File: config.mk
export PLATFORM = sky130hd
export DESIGN_NAME = pkt_rr_arb
export DESIGN_NICKNAME = d
export VERILOG_FILES = /design/src/rtl/pkt_rr_arb.sv
export SDC_FILE = /design/constraint.sdc
export NUM_CORES = 1
export LEC_CHECK = 0
export CAP_MARGIN = 20
export CORE_UTILIZATION = 22
export DETAILED_ROUTE_END_ITERATION = 16
export GPL_ROUTABILITY_DRIVEN = 1
export GPL_TIMING_DRIVEN = 0
export PLACE_DENSITY = 0.93
export SLEW_MARGIN = 20
export SYNTH_ARGS = -nofsm -noshare
export SYNTH_HDL_FRONTEND = slang
export SYNTH_SLANG_ARGS = --single-unit
File: constraint.sdc
create_clock -name clk -period 1.5 [get_ports clk]
set_input_delay 0.375 -clock clk [delete_from_list [all_inputs] [get_ports clk]]
set_output_delay 0.375 -clock clk [all_outputs]
set_load 0.05 [all_outputs]
File: src/rtl/pkt_rr_arb.sv
// ----------------------------------------------------------------------------
// pkt_rr_arb
// Packet-level round-robin arbiter for one router output port.
//
// CLIENTS input streams share a single output stream. Arbitration happens
// in IDLE: the request search starts just after the previous winner. The
// winner is then locked in (LOCK) until the last beat of its packet is
// accepted. After that, one idle bubble cycle separates consecutive packets.
//
// Optional feature (compile-time macro PKT_RR_ARB_WDOG_EN):
//   A per-packet beat watchdog. If MAX_BEATS beats are accepted without a
//   last beat, the lock is released and wdog_err pulses for one cycle.
//   Without the macro, packets may be of any length and wdog_err is 0.
// ----------------------------------------------------------------------------
module pkt_rr_arb #(
    parameter int CLIENTS   = 2,
    parameter int WIDTH     = 32,
    parameter int SEL_W     = 1,
    parameter int MAX_BEATS = 64
) (
    input  logic                       clk,
    input  logic                       reset,
    input  logic [CLIENTS-1:0]         in_valid,
    input  logic [CLIENTS-1:0]         in_last,
    input  logic [CLIENTS*WIDTH-1:0]   in_data,
    output logic [CLIENTS-1:0]         in_ready,
    output logic                       out_valid,
    output logic                       out_last,
    output logic [WIDTH-1:0]           out_data,
    input  logic                       out_ready,
    output logic                       busy,
    output logic [SEL_W-1:0]           gnt_id,
    output logic                       wdog_err
);

    // ------------------------------------------------------------------------
    // Parameter sanity (elaboration time only)
    // ------------------------------------------------------------------------
    generate
        if (CLIENTS < 2 || (1 << SEL_W) < CLIENTS || MAX_BEATS < 1) begin : g_bad_params
            $error("pkt_rr_arb: need CLIENTS>=2, 2**SEL_W>=CLIENTS, MAX_BEATS>=1");
        end
    endgenerate

    // ------------------------------------------------------------------------
    // State
    // ------------------------------------------------------------------------
    typedef enum logic {
        IDLE = 1'b0,
        LOCK = 1'b1
    } state_t;

    localparam logic [SEL_W-1:0]   LAST_CLIENT = SEL_W'(CLIENTS - 1);
    localparam logic [CLIENTS-1:0] ONE_C       = CLIENTS'(1);

    state_t             state_reg;
    state_t             state_next;
    logic [SEL_W-1:0]   sel_reg;
    logic [SEL_W-1:0]   sel_next;
    logic [SEL_W-1:0]   prev_winner_reg;
    logic [SEL_W-1:0]   prev_winner_next;
    logic               wdog_err_reg;
    logic               wdog_err_next;

    // While reset is asserted, every output is forced quiet, even if the
    // registers still hold a stale LOCK.
    logic               lock_active;
    assign lock_active = (state_reg == LOCK) && !reset;

    // ------------------------------------------------------------------------
    // Rotating-priority pick
    //   hi_mask selects the clients strictly above the previous winner. If
    //   any of those are requesting, the lowest one wins. Otherwise, the
    //   search wraps around and the lowest requesting client overall wins.
    // ------------------------------------------------------------------------
    logic [CLIENTS-1:0] hi_mask;
    logic [CLIENTS-1:0] req_hi;
    logic [CLIENTS-1:0] req_pick;
    logic [CLIENTS-1:0] pick_onehot;
    logic [SEL_W-1:0]   pick_id;
    logic [CLIENTS-1:0] id_mask [SEL_W];

    generate
        for (genvar gi = 0; gi < CLIENTS; gi++) begin : g_hi_mask
            assign hi_mask[gi] = (SEL_W'(gi) > prev_winner_reg);
        end
    endgenerate

    assign req_hi      = in_valid & hi_mask;
    assign req_pick    = (|req_hi) ? req_hi : in_valid;
    // Isolate the lowest set bit: x & (-x)
    assign pick_onehot = req_pick & (~req_pick + ONE_C);

    // One-hot to binary: bit gb of the index is the OR of all clients
    // whose index has bit gb set.
    generate
        for (genvar gb = 0; gb < SEL_W; gb++) begin : g_id_bit
            for (genvar gi = 0; gi < CLIENTS; gi++) begin : g_id_client
                assign id_mask[gb][gi] = (((gi >> gb) & 1) == 1);
            end
            assign pick_id[gb] = |(pick_onehot & id_mask[gb]);
        end
    endgenerate

    // ------------------------------------------------------------------------
    // Selected-client pass-through (AND-OR mux, one-hot select)
    // ------------------------------------------------------------------------
    logic [CLIENTS-1:0] sel_onehot;
    logic [CLIENTS-1:0] data_col [WIDTH];
    logic [WIDTH-1:0]   sel_data;
    logic               sel_valid;
    logic               sel_last;

    generate
        for (genvar gi = 0; gi < CLIENTS; gi++) begin : g_sel_onehot
            assign sel_onehot[gi] = (sel_reg == SEL_W'(gi));
        end
        // Transpose the data bus so that each output bit is a reduction
        // across clients.
        for (genvar wb = 0; wb < WIDTH; wb++) begin : g_data_bit
            for (genvar gi = 0; gi < CLIENTS; gi++) begin : g_data_client
                assign data_col[wb][gi] = in_data[gi*WIDTH + wb];
            end
            assign sel_data[wb] = |(data_col[wb] & sel_onehot);
        end
    endgenerate

    assign sel_valid = |(in_valid & sel_onehot);
    assign sel_last  = |(in_last  & sel_onehot);

    // A beat of the locked packet moves this cycle
    logic accept;
    assign accept = lock_active && sel_valid && out_ready;

    // ------------------------------------------------------------------------
    // Optional beat watchdog
    // ------------------------------------------------------------------------
    logic wdog_trip;

`ifdef PKT_RR_ARB_WDOG_EN
    localparam int CNT_W = $clog2(MAX_BEATS + 1);

    logic [CNT_W-1:0] beat_cnt_reg;
    logic [CNT_W-1:0] beat_cnt_next;

    // The MAX_BEATS-th accepted beat without in_last releases the lock.
    // A last beat on that same beat counts as normal completion.
    assign wdog_trip = accept && !sel_last &&
                       (beat_cnt_reg == CNT_W'(MAX_BEATS - 1));

    // Beat counter: held at zero in IDLE, so it is clear on entry to LOCK
    always_comb begin
        beat_cnt_next = beat_cnt_reg;
        if (state_reg == IDLE) begin
            beat_cnt_next = '0;
        end else if (accept) begin
            beat_cnt_next = beat_cnt_reg + CNT_W'(1);
        end
    end

    // Beat counter register
    always_ff @(posedge clk) begin
        if (reset) begin
            beat_cnt_reg <= '0;
        end else begin
            beat_cnt_reg <= beat_cnt_next;
        end
    end
`else
    assign wdog_trip = 1'b0;
`endif

    // ------------------------------------------------------------------------
    // FSM next-state logic
    // ------------------------------------------------------------------------
    // Choose the next state, the next locked client, and when to rotate priority
    always_comb begin
        state_next       = state_reg;
        sel_next         = sel_reg;
        prev_winner_next = prev_winner_reg;
        wdog_err_next    = 1'b0;

        case (state_reg)
            IDLE: begin
                if (|in_valid) begin
                    state_next = LOCK;
                    sel_next   = pick_id;
                end
            end
            LOCK: begin
                // Priority rotates only when the packet ends: either on its
                // last beat or on a watchdog release.
                if (accept && (sel_last || wdog_trip)) begin
                    state_next       = IDLE;
                    prev_winner_next = sel_reg;
                    wdog_err_next    = wdog_trip;
                end
            end
            default: begin
                state_next = IDLE;
            end
        endcase
    end

    // FSM and arbitration registers
    always_ff @(posedge clk) begin
        if (reset) begin
            state_reg       <= IDLE;
            sel_reg         <= '0;
            prev_winner_reg <= LAST_CLIENT;
            wdog_err_reg    <= 1'b0;
        end else begin
            state_reg       <= state_next;
            sel_reg         <= sel_next;
            prev_winner_reg <= prev_winner_next;
            wdog_err_reg    <= wdog_err_next;
        end
    end

    // ------------------------------------------------------------------------
    // Outputs
    // ------------------------------------------------------------------------
    // Pass the locked client through. Everything is quiet in IDLE and during reset.
    always_comb begin
        busy      = lock_active;
        gnt_id    = '0;
        out_valid = 1'b0;
        out_last  = 1'b0;
        out_data  = '0;
        in_ready  = '0;
        wdog_err  = wdog_err_reg && !reset;
        if (lock_active) begin
            gnt_id    = sel_reg;
            out_valid = sel_valid;
            out_last  = sel_last;
            out_data  = sel_data;
            in_ready  = sel_onehot & {CLIENTS{out_ready}};
        end
    end

endmodule

==> results of run 1 <==
-- through the flow --
| step | std cells | setup TNS [ns] |
|---|---|---|
| after detailed placement | 238 | -43.79 |
| after global placement | 238 | -42.46 |
| after floorplan | 99 | -1.83 |
-- kinds of logic after synthesis --
| kind of cell | Yosys count | share of synthesized area |
|---|---|---|
| buffers and inverters | 12 | 0.0838 |
| flip-flops | 3 | 0.0894 |
| other | 1 | 0.00558 |
| AND/OR/NAND/NOR | 45 | 0.272 |
| AO/OA/AOI/OAI | 4 | 0.0428 |
| multiplexers | 34 | 0.507 |
==> impl_metrics.ini, run 1 <==
[floorplanning]
ios = 110
rows = 19
die_w_um = 57.3
initial_core_util = 0.238
die_y_um = 57.3

[clock_network]
root_buffer = clkbuf_4
cts_setup_buffers = 10
cts_hold_buf = 0
clock_sinks = 3
cts_made_buffers = 3
ctsResizeCount = 348
cts_buffer_depth = 2
h-tree-depth = 1

[yosys]
synth_top_area_frac = 0.507
ys_seq_elements = 3
synthFlopType = dfxtp_1
synthesis.area_um2 = 672
synth_cells = 99
asyncSetResetFlopFracSynth = 0
synth_fp_nets = 170
synth.distinct_cells = 16
synth_common_cells = nor2_1 (38), mux2i_1 (34), clkbuf_1 (4)
yosysTopAreaCell = mux2i_1
syn_avg_cell_area_um2 = 6.79
synth-edff-count = 0
synth_seq_area_share = 0.0894
synth.area.top_cells = mux2i_1 (51%), nor2_1 (21%), dfxtp_1 (8.9%)
yosysMostFrequentCell = nor2_1
yosys_warnings = 0

[place]
portBuffers = 108
post_dp_cell_area_um2 = 2110
finalWeightedCongestion = 0.755
place_hpwl_um = 3060
dp_slack_ns = -1.21

[run_status]
stop_stage = 4_1_cts
outcome = aborted with a tool error
tool.error = [ERROR DPL-0033] detailed placement checks failed during check placement.
==> inputs of run 2 (changes only) <==
Settings changed: CORE_AREA set to 2 2 63 65, CORE_UTILIZATION 22 to not set, DIE_AREA set to 0 0 65 67, PLACE_DENSITY 0.93 to not set, PLACE_DENSITY_LB_ADDON set to 0.15.
==> impl_metrics.ini, run 2 <==
[place]
finalWeightedCongestion = 0.724
dp_cells = 255
portBuffers = 108
place_hpwl_um = 2820

[worst_setup_path]
path_class = reg2out
critical_path.max_fanout = 8
reg2regPathDepth = 6
cp-start-kind = flop
worstSetupEndpointType = primary output
r2r-end = prev_winner_reg
r2r-start = sel_reg
r2r_slack_ns = -0.06
cp.required_ns = 1.12
cp-endpoint = out_data[0]
timing.critical_path.from = sel_reg
arrival_ns = 1.36

[global_routing]
grt_max_degree = 11
grt_first_pass_wirelength_um = 6600
grt_usage = 0.202
grt_antenna_before_repair = 0
grt_overflow = 0
grt_pass1_vias = 1307

[drt]
wl_per_cell_um = 16.0
ant_nets = 0
first_iter_violations = 13
finalWirelength_um = 4450
first_pass_iters = 4
drc = 0
route.vias.total = 1245
viasPerCell = 4.48

[yosys]
syn_avg_cell_area_um2 = 6.79
synth.area.top_cells = mux2i_1 (51%), nor2_1 (21%), dfxtp_1 (8.9%)
asyncSetResetFlopFracSynth = 0
synth_common_cells = nor2_1 (38), mux2i_1 (34), clkbuf_1 (4)
yosysTopAreaCell = mux2i_1
synth_top_area_frac = 0.507
synth-edff-count = 0
synth_fp_nets = 170
ys_seq_elements = 3
synth_cells = 99
synthFlopType = dfxtp_1
synthesis.area_um2 = 672
synth_seq_area_share = 0.0894
synth.distinct_cells = 16
yosys_warnings = 0
yosysMostFrequentCell = nor2_1

[finish]
postLayoutCoreUtil = 0.836
regArea_um2 = 67.6
fin_cells = 278
n_fill_cell = 198
area_growth_pct = 349
nets = 302
drive_gt1_frac = 0.622
multiInputGateArea_um2 = 1180
final_common_cell = clkdlybuf4s50_1
final_cell_mix = clkdlybuf4s50_1 (66), nor2_4 (31), mux2i_4 (29)
diodes = 0

[clock_network]
cts_buffer_depth = 2
clkSlewWorstSetupHoldPaths_ns = 0.03
clock_sinks = 3
root_buffer = clkbuf_8
cts_made_buffers = 3
h-tree-depth = 1
clock_latency_ns = 0.22
cts_tree = yes

[floorplanning]
ios = 110
initial_core_util = 0.186
die_area_um2 = 4360
coreArea_um2 = 3610
die_y_um = 67
rows = 22
die_w_um = 65

[sta]
finalSetupViolations = 39
final_hold_viol_count = 0
post-route-min-period_ns = 1.74
fmax_mhz = 576
rsz0062_at_grt = true
fin_ws_ns = -0.238
slew_violations = 0
fin_crit_sh = 1.16
skew_ns = 0.0000489

[run_status]
outcome = complete, but fails checks
failed_checks = negative setup slack

[hold_path]
hold_class = in2reg
min_from = reset

[power_and_ir_drop]
p_int_uw = 826
pwr-share-clk = 0.178
p_leak_uw = 0.00107
p_per_area_nw_per_um2 = 456
power_frac_seq = 0.064
finalPower_uw = 1380
pwr-share-comb = 0.758
p_sw_uw = 549
switching_share = 0.399
peakVddDrop_uv = 415

[run]
drv_cap = 0
-- run 2: cell counts after synthesis --
Identical to the previous run, type by type.
-- run 2: area by class of cell --
type	count	share of cell area
Buffer	8	0.0606
Clock buffer	4	0.0149
Inverter	3	0.00498
Multi-Input combinational cell	84	0.393
Sequential cell	3	0.0224
Tap cell	48	0.0199
Timing Repair Buffer	128	0.484
-- run 2: worst min-delay path by stage --
stage / end / cells past startpoint
after floorplan: sel_reg / 1
after detailed placement: sel_reg / 3
after global routing: sel_reg / 2
after global placement: sel_reg / 3
after CTS: sel_reg / 2
final: sel_reg / 2
-- run 2: worst max-delay path, stage by stage (launching register included) --
cell and delay [ns]:
dfxtp_4 0.35, buf_12 0.15, clkbuf_16 0.18, mux2i_4 0.26
nor2_4 0.05, buf_8 0.14
-- run 2: what timing repair did --
action                                  CTS  global route
gates resized for setup                 362            25
endpoints found under the setup margin   39            39
hold buffers                              0             0
buffers inserted                          9             4
pin swaps                                14            18
gates cloned                              6             2
-- run 2: kinds of logic (layout without fill, tap and decap cells) --
| kind of cell | after synthesis | count (layout) | synth area share |
|---|---|---|---|
| other | 1 | 1 | 0.00558 |
| AO/OA/AOI/OAI | 4 | 4 | 0.0428 |
| multiplexers | 34 | 34 | 0.507 |
| buffers and inverters | 12 | 143 | 0.0838 |
| flip-flops | 3 | 3 | 0.0894 |
| AND/OR/NAND/NOR | 45 | 45 | 0.272 |
-- run 2: through the flow --
| step | hold slack [ns] | area, µm² | setup slack (ns) | setup TNS [ns] |
|---|---|---|---|---|
| 2_1_floorplan | 0.444 | 995 | -0.0926 | -1.83 |
| 3_3_place_gp | 0.533 | 2140 | -1.18 | -42.94 |
| 3_5_place_dp | 0.562 | 2140 | -1.20 | -43.99 |
| 4_1_cts | 0.322 | 2860 | -0.264 | -7.57 |
| 5_1_grt | 0.329 | 3010 | -0.277 | -8.34 |
| 6_report | 0.327 | 3010 | -0.238 | -6.80 |
-- run 2: power groups by stage --
stage	Combinational, µW	Clock, µW	Sequential, µW
floorplan	417	0	89.7
global placement	707	0	90.3
detailed placement	718	0	90.5
CTS	983	244	87.7
global route	1080	256	88.8
finish	1040	245	88.2
-- run 2: per-layer routing --
layer  vias to the layer above  global-route usage  part of all wire
li1                        603                   -                 -
met1                       575               0.195              0.35
met2                        61               0.411              0.56
met3                         6              0.0439             0.074
met4                         0              0.0745             0.014
met5                         -                   0                 0
No activity file was read; power rests on OpenSTA's default activity.
==> inputs of run 3 (changes only) <==
Settings changed: SLEW_MARGIN 20 to not set.
==> results of run 3 <==
No change in the layout: final DEF, timing and power equal those of run 2.
